==> config.mk <==
export PLATFORM = sky130hd
export DESIGN_NAME = psr_controller
export DESIGN_NICKNAME = d
export VERILOG_FILES = /design/src/rtl/psr_pkg.sv /design/src/rtl/psr_cond_eval.sv /design/src/rtl/psr_controller.sv
export SDC_FILE = /design/constraint.sdc
export NUM_CORES = 1
export LEC_CHECK = 0
export CORE_ASPECT_RATIO = 1.1
export CORE_MARGIN = 3
export CORE_UTILIZATION = 40
export CTS_BUF_LIST = sky130_fd_sc_hd__clkbuf_16
export DETAILED_ROUTE_END_ITERATION = 6
export PLACE_DENSITY_LB_ADDON = 0.1
export SLEW_MARGIN = 0
export SYNTH_ARGS = -nofsm -noshare
export SYNTH_HDL_FRONTEND = slang
export SYNTH_HIERARCHICAL = 1
export SYNTH_SLANG_ARGS = --single-unit
export TNS_END_PERCENT = 10
==> constraint.sdc <==
create_clock -name clock -period 3.52 [get_ports clock]
set_clock_uncertainty 0.2 [all_clocks]
set_input_delay 0.528 -clock clock [delete_from_list [all_inputs] [get_ports clock]]
set_output_delay 0.528 -clock clock [all_outputs]
set_load 0.01 [all_outputs]
==> src/rtl/psr_pkg.sv <==
// Shared flag indices, condition codes and FSM encoding for the PSR controller.
// Optional shadow stack depth is selected with PSR_SHADOW_STACK_EN.
package psr_pkg;

   localparam int FLAG_W = 5;

   localparam int FLAG_N = 0;
   localparam int FLAG_F = 1;
   localparam int FLAG_L = 2;
   localparam int FLAG_Z = 3;
   localparam int FLAG_C = 4;

   typedef logic [FLAG_W-1:0] flags_t;

   localparam logic [3:0] COND_EQ = 4'd0;
   localparam logic [3:0] COND_NE = 4'd1;
   localparam logic [3:0] COND_CS = 4'd2;
   localparam logic [3:0] COND_CC = 4'd3;
   localparam logic [3:0] COND_HI = 4'd4;
   localparam logic [3:0] COND_LS = 4'd5;
   localparam logic [3:0] COND_GT = 4'd6;
   localparam logic [3:0] COND_LE = 4'd7;
   localparam logic [3:0] COND_FS = 4'd8;
   localparam logic [3:0] COND_FC = 4'd9;
   localparam logic [3:0] COND_LO = 4'd10;
   localparam logic [3:0] COND_HS = 4'd11;
   localparam logic [3:0] COND_LT = 4'd12;
   localparam logic [3:0] COND_GE = 4'd13;
   localparam logic [3:0] COND_UC = 4'd14;
   localparam logic [3:0] COND_NV = 4'd15;

   typedef enum logic [1:0] {
      ST_RUN     = 2'd0,
      ST_SAVE    = 2'd1,
      ST_RESTORE = 2'd2
   } state_t;

   function automatic flags_t merge_flags(
      input flags_t cur,
      input flags_t upd,
      input flags_t mask
   );
      return (cur & ~mask) | (upd & mask);
   endfunction

endpackage

==> src/rtl/psr_cond_eval.sv <==
// Combinational condition-code decoder over the {C,Z,L,F,N} flags.
// Shadow stack selection (PSR_SHADOW_STACK_EN) does not affect this block.
module psr_cond_eval
   import psr_pkg::*;
(
   input  logic [FLAG_W-1:0] flags,
   input  logic [3:0]        code,
   output logic              result
);

   logic c, z, l, f, n;

   assign c = flags[FLAG_C];
   assign z = flags[FLAG_Z];
   assign l = flags[FLAG_L];
   assign f = flags[FLAG_F];
   assign n = flags[FLAG_N];

   always_comb begin
      result = 1'b0;
      unique case (code)
         COND_EQ: result = z;
         COND_NE: result = ~z;
         COND_CS: result = c;
         COND_CC: result = ~c;
         COND_HI: result = l;
         COND_LS: result = ~l;
         COND_GT: result = n;
         COND_LE: result = ~n;
         COND_FS: result = f;
         COND_FC: result = ~f;
         COND_LO: result = ~l & ~z;
         COND_HS: result = l | z;
         COND_LT: result = ~n & ~z;
         COND_GE: result = n | z;
         COND_UC: result = 1'b1;
         COND_NV: result = 1'b0;
      endcase
   end

endmodule

==> src/rtl/psr_controller.sv <==
// Processor status register with condition evaluation and interrupt shadow save.
// PSR_SHADOW_STACK_EN selects a STACK_DEPTH-entry stack; otherwise one register.
module psr_controller
   import psr_pkg::*;
#(
   parameter int STACK_DEPTH = 4
) (
   input  logic              clock,
   input  logic              reset,
   input  logic              alu_valid,
   input  logic [FLAG_W-1:0] alu_flags,
   input  logic [FLAG_W-1:0] flag_mask,
   input  logic              cond_req,
   input  logic [3:0]        cond_code,
   input  logic              irq_enter,
   input  logic              irq_exit,
   output logic [FLAG_W-1:0] psr_out,
   output logic              cond_valid,
   output logic              cond_true,
   output logic              busy,
   output logic              stack_ovf,
   output logic              stack_unf
);

`ifdef PSR_SHADOW_STACK_EN
   localparam int DEPTH = STACK_DEPTH;
`else
   // Single shadow register; the parameter has no effect here.
   localparam int DEPTH = STACK_DEPTH - STACK_DEPTH + 1;
`endif
   localparam int SPW = $clog2(DEPTH + 1);

   state_t         state, state_n;
   flags_t         psr, psr_n, merged, eval_flags, top;
   flags_t         stack [DEPTH];
   logic [SPW-1:0] sp;
   logic           push, pop, full, empty, cond_res;

   assign full  = (sp == SPW'(DEPTH));
   assign empty = (sp == '0);

   always_comb begin
      top = '0;
      for (int i = 0; i < DEPTH; i++) begin
         if (sp == SPW'(i + 1)) top = stack[i];
      end
   end

   assign merged = alu_valid ? merge_flags(psr, alu_flags, flag_mask) : psr;

   // Bypass only applies in RUN; while busy the ALU is ignored.
   assign eval_flags = (state == ST_RUN) ? merged : psr;

   psr_cond_eval u_cond (
      .flags  (eval_flags),
      .code   (cond_code),
      .result (cond_res)
   );

   always_comb begin
      state_n = state;
      psr_n   = psr;
      push    = 1'b0;
      pop     = 1'b0;
      unique case (state)
         ST_RUN: begin
            psr_n = merged;
            if (irq_enter)     state_n = ST_SAVE;
            else if (irq_exit) state_n = ST_RESTORE;
         end
         ST_SAVE: begin
            push    = 1'b1;
            psr_n   = '0;
            state_n = ST_RUN;
         end
         ST_RESTORE: begin
            pop     = 1'b1;
            if (!empty) psr_n = top;
            state_n = ST_RUN;
         end
         default: state_n = ST_RUN;
      endcase
   end

   always_ff @(posedge clock or negedge reset) begin
      if (!reset) begin
         state      <= ST_RUN;
         psr        <= '0;
         cond_valid <= 1'b0;
         cond_true  <= 1'b0;
      end else begin
         state      <= state_n;
         psr        <= psr_n;
         cond_valid <= cond_req;
         cond_true  <= cond_req & cond_res;
      end
   end

   always_ff @(posedge clock or negedge reset) begin
      if (!reset) begin
         sp        <= '0;
         stack_ovf <= 1'b0;
         stack_unf <= 1'b0;
         for (int i = 0; i < DEPTH; i++) stack[i] <= '0;
      end else begin
         if (push) begin
            if (full) begin
               stack_ovf <= 1'b1;
            end else begin
               for (int i = 0; i < DEPTH; i++) begin
                  if (sp == SPW'(i)) stack[i] <= psr;
               end
               sp <= sp + SPW'(1);
            end
         end
         if (pop) begin
            if (empty) stack_unf <= 1'b1;
            else       sp <= sp - SPW'(1);
         end
      end
   end

   assign psr_out = psr;
   assign busy    = (state != ST_RUN);

endmodule

# Word-level counts from Yosys, hierarchy flattened
# Cells that the tools add are included.
[op_classes] reduce_logical=6 mux=14 eq_ne=18 bitwise_logic=15 addsub=2
[op_table] op="$eq A4 B4 Y1 const B" n=8
[op_table] op="$eq A4 B3 Y1 const B" n=4
[op_table] op="$pmux W1 S16" n=1
[op_table] op="$mux W5" n=3
[op_table] op="$pmux W5 S3" n=1
[op_table] op="$and A5 B5 Y5" n=2
[op_table] op="$eq A4 B2 Y1 const B" n=2
[op_table] op="$mux W1" n=6
[op_table] op="$mux W2" n=3
[op_table] op="$not A1 Y1" n=6
[op_table] op="$not A5 Y5" n=1
[op_table] op="$or A5 B5 Y5" n=1
[op_table] op="$eq A4 B1 Y1 const B" n=1
[op_table] op="$logic_not A4 Y1" n=1
[op_table] op="$reduce_and A2 Y1" n=2
[op_table] op="$and A1 B1 Y1" n=3
[op_table] op="$ne A3 B3 Y1 const B" n=1
[op_table] op="$reduce_bool A3 Y1" n=1
[op_table] op="$eq A2 B1 Y1 const B" n=1
[op_table] op="$eq A2 B2 Y1 const B" n=1
[op_table] op="$logic_not A2 Y1" n=1
[op_table] op="$or A1 B1 Y1" n=2
[op_table] op="$reduce_bool A2 Y1" n=1
[op_table] op="$add A1 B1 Y1 const B" n=1
[op_table] op="$sub A1 B1 Y1 const B" n=1
[word_totals] elab_cells=63 inputBits=20 ff_bits=17 output_inout_bits=10

# Logic depth before layout (Yosys ltp)
[logic_depth] word_depth=9 mapped_depth=9

# Hierarchy
# Netlist, hierarchy kept.
[modules_own_cells] module="psr_controller" cells_per_inst=85 n_inst=1 area_each_um2=940.9
[modules_own_cells] module="psr_cond_eval" cells_per_inst=23 n_inst=1 area_each_um2=183.9

# Least setup slack after synthesis
# Ideal clock, no wire load.
[synth_path] kind="register to register" start="register state[1]" end="register cond_true" path_slack_ns=1.081 arrival_ns=2.121 setup_time_ns=0.119 required_time_ns=3.201 period_less_slack_ns=2.439 stages_incl_launch_ff=10 cell_sequence="dfrtp_1 inv_1 ha_1 nand3_2 mux2_4 nor3b_2 o31ai_1 a211o_1 a221o_1 and2_1"
[synth_between] elab_chain_len=6 word_cells_on_any_way=13 classes_between="mux (2); bitwise (10); reduce/logical (1)"
[synth_rtl] element="from (decl)" line_no="psr_controller.sv:33" text="state_t state, state_n;"
[synth_rtl] element="from (signal assigned)" line_no="psr_controller.sv:92" text="state <= state_n;"
[synth_rtl] element="$logic_not A2 Y1 *" line_no="psr_controller.sv:52" text="assign eval_flags = (state == ST_RUN) ? merged : psr;"
[synth_rtl] element="$mux W5 *" line_no="psr_controller.sv:52"
[synth_rtl] element="net eval_flags[3]" line_no="psr_controller.sv:34" text="flags_t psr, psr_n, merged, eval_flags, top;"
[synth_rtl] element="$not A1 Y1" line_no="psr_cond_eval.sv:23, psr_cond_eval.sv:32, psr_cond_eval.sv:34"
[synth_rtl] element="$and A1 B1 Y1, on equally long branches" line_no="psr_cond_eval.sv:34, psr_cond_eval.sv:32"
[synth_rtl] element="$pmux W1 S16 *" line_no="psr_cond_eval.sv:21" text="unique case (code)"
[synth_rtl] element="net cond_res" line_no="psr_controller.sv:37" text="logic push, pop, full, empty, cond_res;"
[synth_rtl] element="$and A1 B1 Y1 *" line_no="psr_controller.sv:95" text="cond_true <= cond_req & cond_res;"
[synth_rtl] element="to (signal assigned)" line_no="psr_controller.sv:95"
[synth_rtl] element="to (decl)" line_no="psr_controller.sv:19" text="output logic cond_true,"
# Mark *: on every way through the listed nets, which the timed path passes. The rest lies on a longest branch.
# A chain may end at the register's enable or synchronous reset.

# Final worst setup path
[layout_path] start="input alu_valid" end="register cond_true"
[layout_between] elab_chain_len=6 word_cells_on_any_way=13 classes_between="mux (3); bitwise (10)"
[layout_rtl] element="from (decl)" line_no="psr_controller.sv:10" text="input logic alu_valid,"
[layout_rtl] element="$mux W5 *" line_no="psr_controller.sv:49" text="assign merged = alu_valid ? merge_flags(psr, alu_flags, flag_mask) : psr;"
[layout_rtl] element="$mux W5 *" line_no="psr_controller.sv:52"
[layout_rtl] element="net eval_flags[3]" line_no="psr_controller.sv:34"
[layout_rtl] element="$not A1 Y1" line_no="psr_cond_eval.sv:23, psr_cond_eval.sv:32, psr_cond_eval.sv:34"
[layout_rtl] element="$and A1 B1 Y1, on equally long branches" line_no="psr_cond_eval.sv:34, psr_cond_eval.sv:32"
[layout_rtl] element="$pmux W1 S16 *" line_no="psr_cond_eval.sv:21"
[layout_rtl] element="net cond_res" line_no="psr_controller.sv:37"
[layout_rtl] element="$and A1 B1 Y1 *" line_no="psr_controller.sv:95"
# Marked as above.

==> impl_metrics.ini <==
[run_status]
status = complete, no violations

[timing]
final-max-slew-violation-count = 0
setup-tns-final_ns = 0
rsz0062_at_grt = no
relSlewSlack = 0.4975
min_period_over_period = 0.8066
max_freq_ghz = 0.3522
tightest_slew_ns = 0.7513
finalSetupViolCount = 0
hold_viol = 0
fin_crit_ns = 2.839

[final_layout]
multiInputGateArea_um2 = 658.1
drive_gt1_frac = 0.1942
nets = 165
fin_area_um2 = 1511
seqCellArea_um2 = 425.4
syn_to_final_growth_pct = 34.37
antennaDiodeCount = 0
fill_cells = 232

[logic_synthesis]
synth_area_per_cell_um2 = 10.42
ys_seq_elements = 17
syn-cell-area_um2 = 1125
synthesis.nets = 133
synth_seq_area_share = 0.3782
synth_cell_type_count = 35
netlist_instances = 108
yosysWarnings = 6

[setup_path]
crit_path_start_kind = input port
crit_fanout = 15
crit_required_ns = 3.45
critPathKind = in2reg
reg2reg_slack_ns = 0.85
r2r-end = cond_true
r2r_cells = 9
critPathCaptureType = register
r2r-start = state[1]
cp.arrival_ns = 2.77
worstSetupStartpoint = alu_valid

[floorplanning]
die_w_um = 56.56
initial_core_util = 0.4341
die_y_um = 61.62
die_area_um2 = 3485
rows = 19
io_pins = 30
coreArea_um2 = 2591

[grt]
busiest_layer = met2
grt_pass1_vias = 941
grt_pass1_wl_um = 4181
use_met2 = 0.2970
grt_max_degree = 18
grt_overflow = 0
antenna_found_initial = 0
grt_util_met3 = 0.02516
grt.total_usage = 0.1562
gr-usage-met1 = 0.1757

[clock_network]
clk_pin_slew_worst_paths_ns = 0.05
clockBufferDepth = 2
h-tree-depth = 1
clk_latency_ns = 0.24
cts-hold-fix-buffers = 0
ctsRootBufferMaster = clkbuf_16
cts_tree = done
cts_resized = 0
cts.sinks = 17
postCtsSetupBuffers = 0
cts_buffers = 3

[run]
maxCapViolCount = 0

[place]
placed_area_um2 = 1431
place_hpwl_um = 1899
gp_congestion = 0.8437
port_buffers = 29

[route]
via_per_inst = 5.347
first_pass_iters = 4
via_count = 909
detail_route.iter0.violations = 17
antenna_left = 0
drc_errors = 0
drt_wl_total_um = 2415
wl_per_cell_um = 14.21

[power_and_ir_drop]
power_density_nw_per_um2 = 507.5
p_leak_nw = 0.6779
ir_drop_mv = 0.4296

[min_path]
min_to = stack_ovf
hold_depth = 1
hold_class = reg2reg
hp-start = stack_ovf
[metal layers]
layer	vias up	wire length, µm	share of wire
met5	-	0	0
met2	15	1283	0.53
met3	4	78	0.032
met1	429	1027	0.43
li1	461	-	-
met4	0	26	0.011
[how the worst max path moves through the flow]
stage | endpoint | cells past startpoint
floorplan | cond_true | 9
global placement | cond_true | 8
detailed placement | cond_true | 8
CTS | cond_true | 8
global route | cond_true | 8
finish | cond_true | 8
[state kept, by name (all words and copies together) (netlist names)]
register and count:
cond_true 1, cond_valid 1, full 1, psr_out 5, stack 5, stack_ovf 1, stack_unf 1, state 2
[logic make-up after synthesis]
group	after synthesis	synth area share
XOR/XNOR	1	0.007788
multiplexers	12	0.1346
flip-flops	17	0.3782
AO/OA/AOI/OAI	27	0.1569
adder cells (fa/ha/maj)	5	0.05562
buffers and inverters	7	0.03671
AND/OR/NAND/NOR	39	0.2303
[cell usage after synthesis (all sizes together)]
library cell | count | share of area
dfrtp | 17 | 0.38
o21ai | 12 | 0.053
mux2 | 10 | 0.12
nand3 | 10 | 0.067
nand2 | 8 | 0.027
a21boi | 5 | 0.033
and3 | 5 | 0.033
ha | 5 | 0.056
inv | 5 | 0.017
nand2b | 4 | 0.022
a21o | 2 | 0.013
buf | 2 | 0.020
mux2i | 2 | 0.018
nor2 | 2 | 0.0067
a211o | 1 | 0.0078
a211oi | 1 | 0.0067
a21oi | 1 | 0.0044
a221o | 1 | 0.0089
a31oi | 1 | 0.0056
and2 | 1 | 0.0056
and2b | 1 | 0.0067
and3b | 1 | 0.0078
and4b | 1 | 0.0089
nor2b | 1 | 0.0056
nor3 | 1 | 0.0044
nor3b | 1 | 0.011
nor4b | 1 | 0.0078
o22a | 1 | 0.0089
o31ai | 1 | 0.0067
o32ai | 1 | 0.0078
or2b | 1 | 0.0078
or4b | 1 | 0.0089
xnor2 | 1 | 0.0078
[cells in the final DEF, fill, tap and decap left out, types with 2 or more instances in the layout]
cell type / count
nand3_1: 5
dfrtp_1: 17
nand2_1: 8
mux2_2: 5
a21boi_0: 5
nand2b_1: 4
mux2_4: 5
and3_2: 5
o21ai_0: 12
nand3_2: 5
clkdlybuf4s50_1: 29
inv_1: 5
clkbuf_16: 3
nor2_1: 2
mux2i_1: 2
a21o_1: 2
ha_1: 5
[cell type report]
class / count / area share
repair buffers: 29 / 0.1921
inverters: 5 / 0.01242
flip-flops and latches: 17 / 0.2815
clock buffers: 3 / 0.04967
well taps: 31 / 0.02566
multi-input cells: 84 / 0.4354
clock inverters: 1 / 0.003311
[critical path: stages]
cell             delay (ns)
clkdlybuf4s50_1        0.76
nand3_2                0.13
mux2_4                 0.35
nor3b_2                0.19
o31ai_1                0.09
a211o_1                0.23
a221o_1                0.35
and2_1                 0.14
[per-stage QoR]
stage	power, W	setup slack [ns]	cells	hold WS, ns	utilization
6_report	0.0007671	0.6807	170	0.2577	0.5833
2_1_floorplan	0.0004429	1.081	108	0.03241	-
5_1_grt	0.0008206	0.5620	170	0.2942	0.5833
4_1_cts	0.0007782	0.6808	170	0.2612	0.5833
3_5_place_dp	0.0005523	0.4244	166	0.2474	0.5524
3_3_place_gp	0.0005435	0.5001	166	0.2407	0.5524
[report_power, final]
| part | switching, W | internal (W) | total, W |
|---|---|---|---|
| logic | 0.000112 | 0.000148 | 0.000260 |
| clock network | 0.0000697 | 0.000152 | 0.000221 |
| registers | 0.0000392 | 0.000247 | 0.000286 |
(Power assumes the default switching activity.)
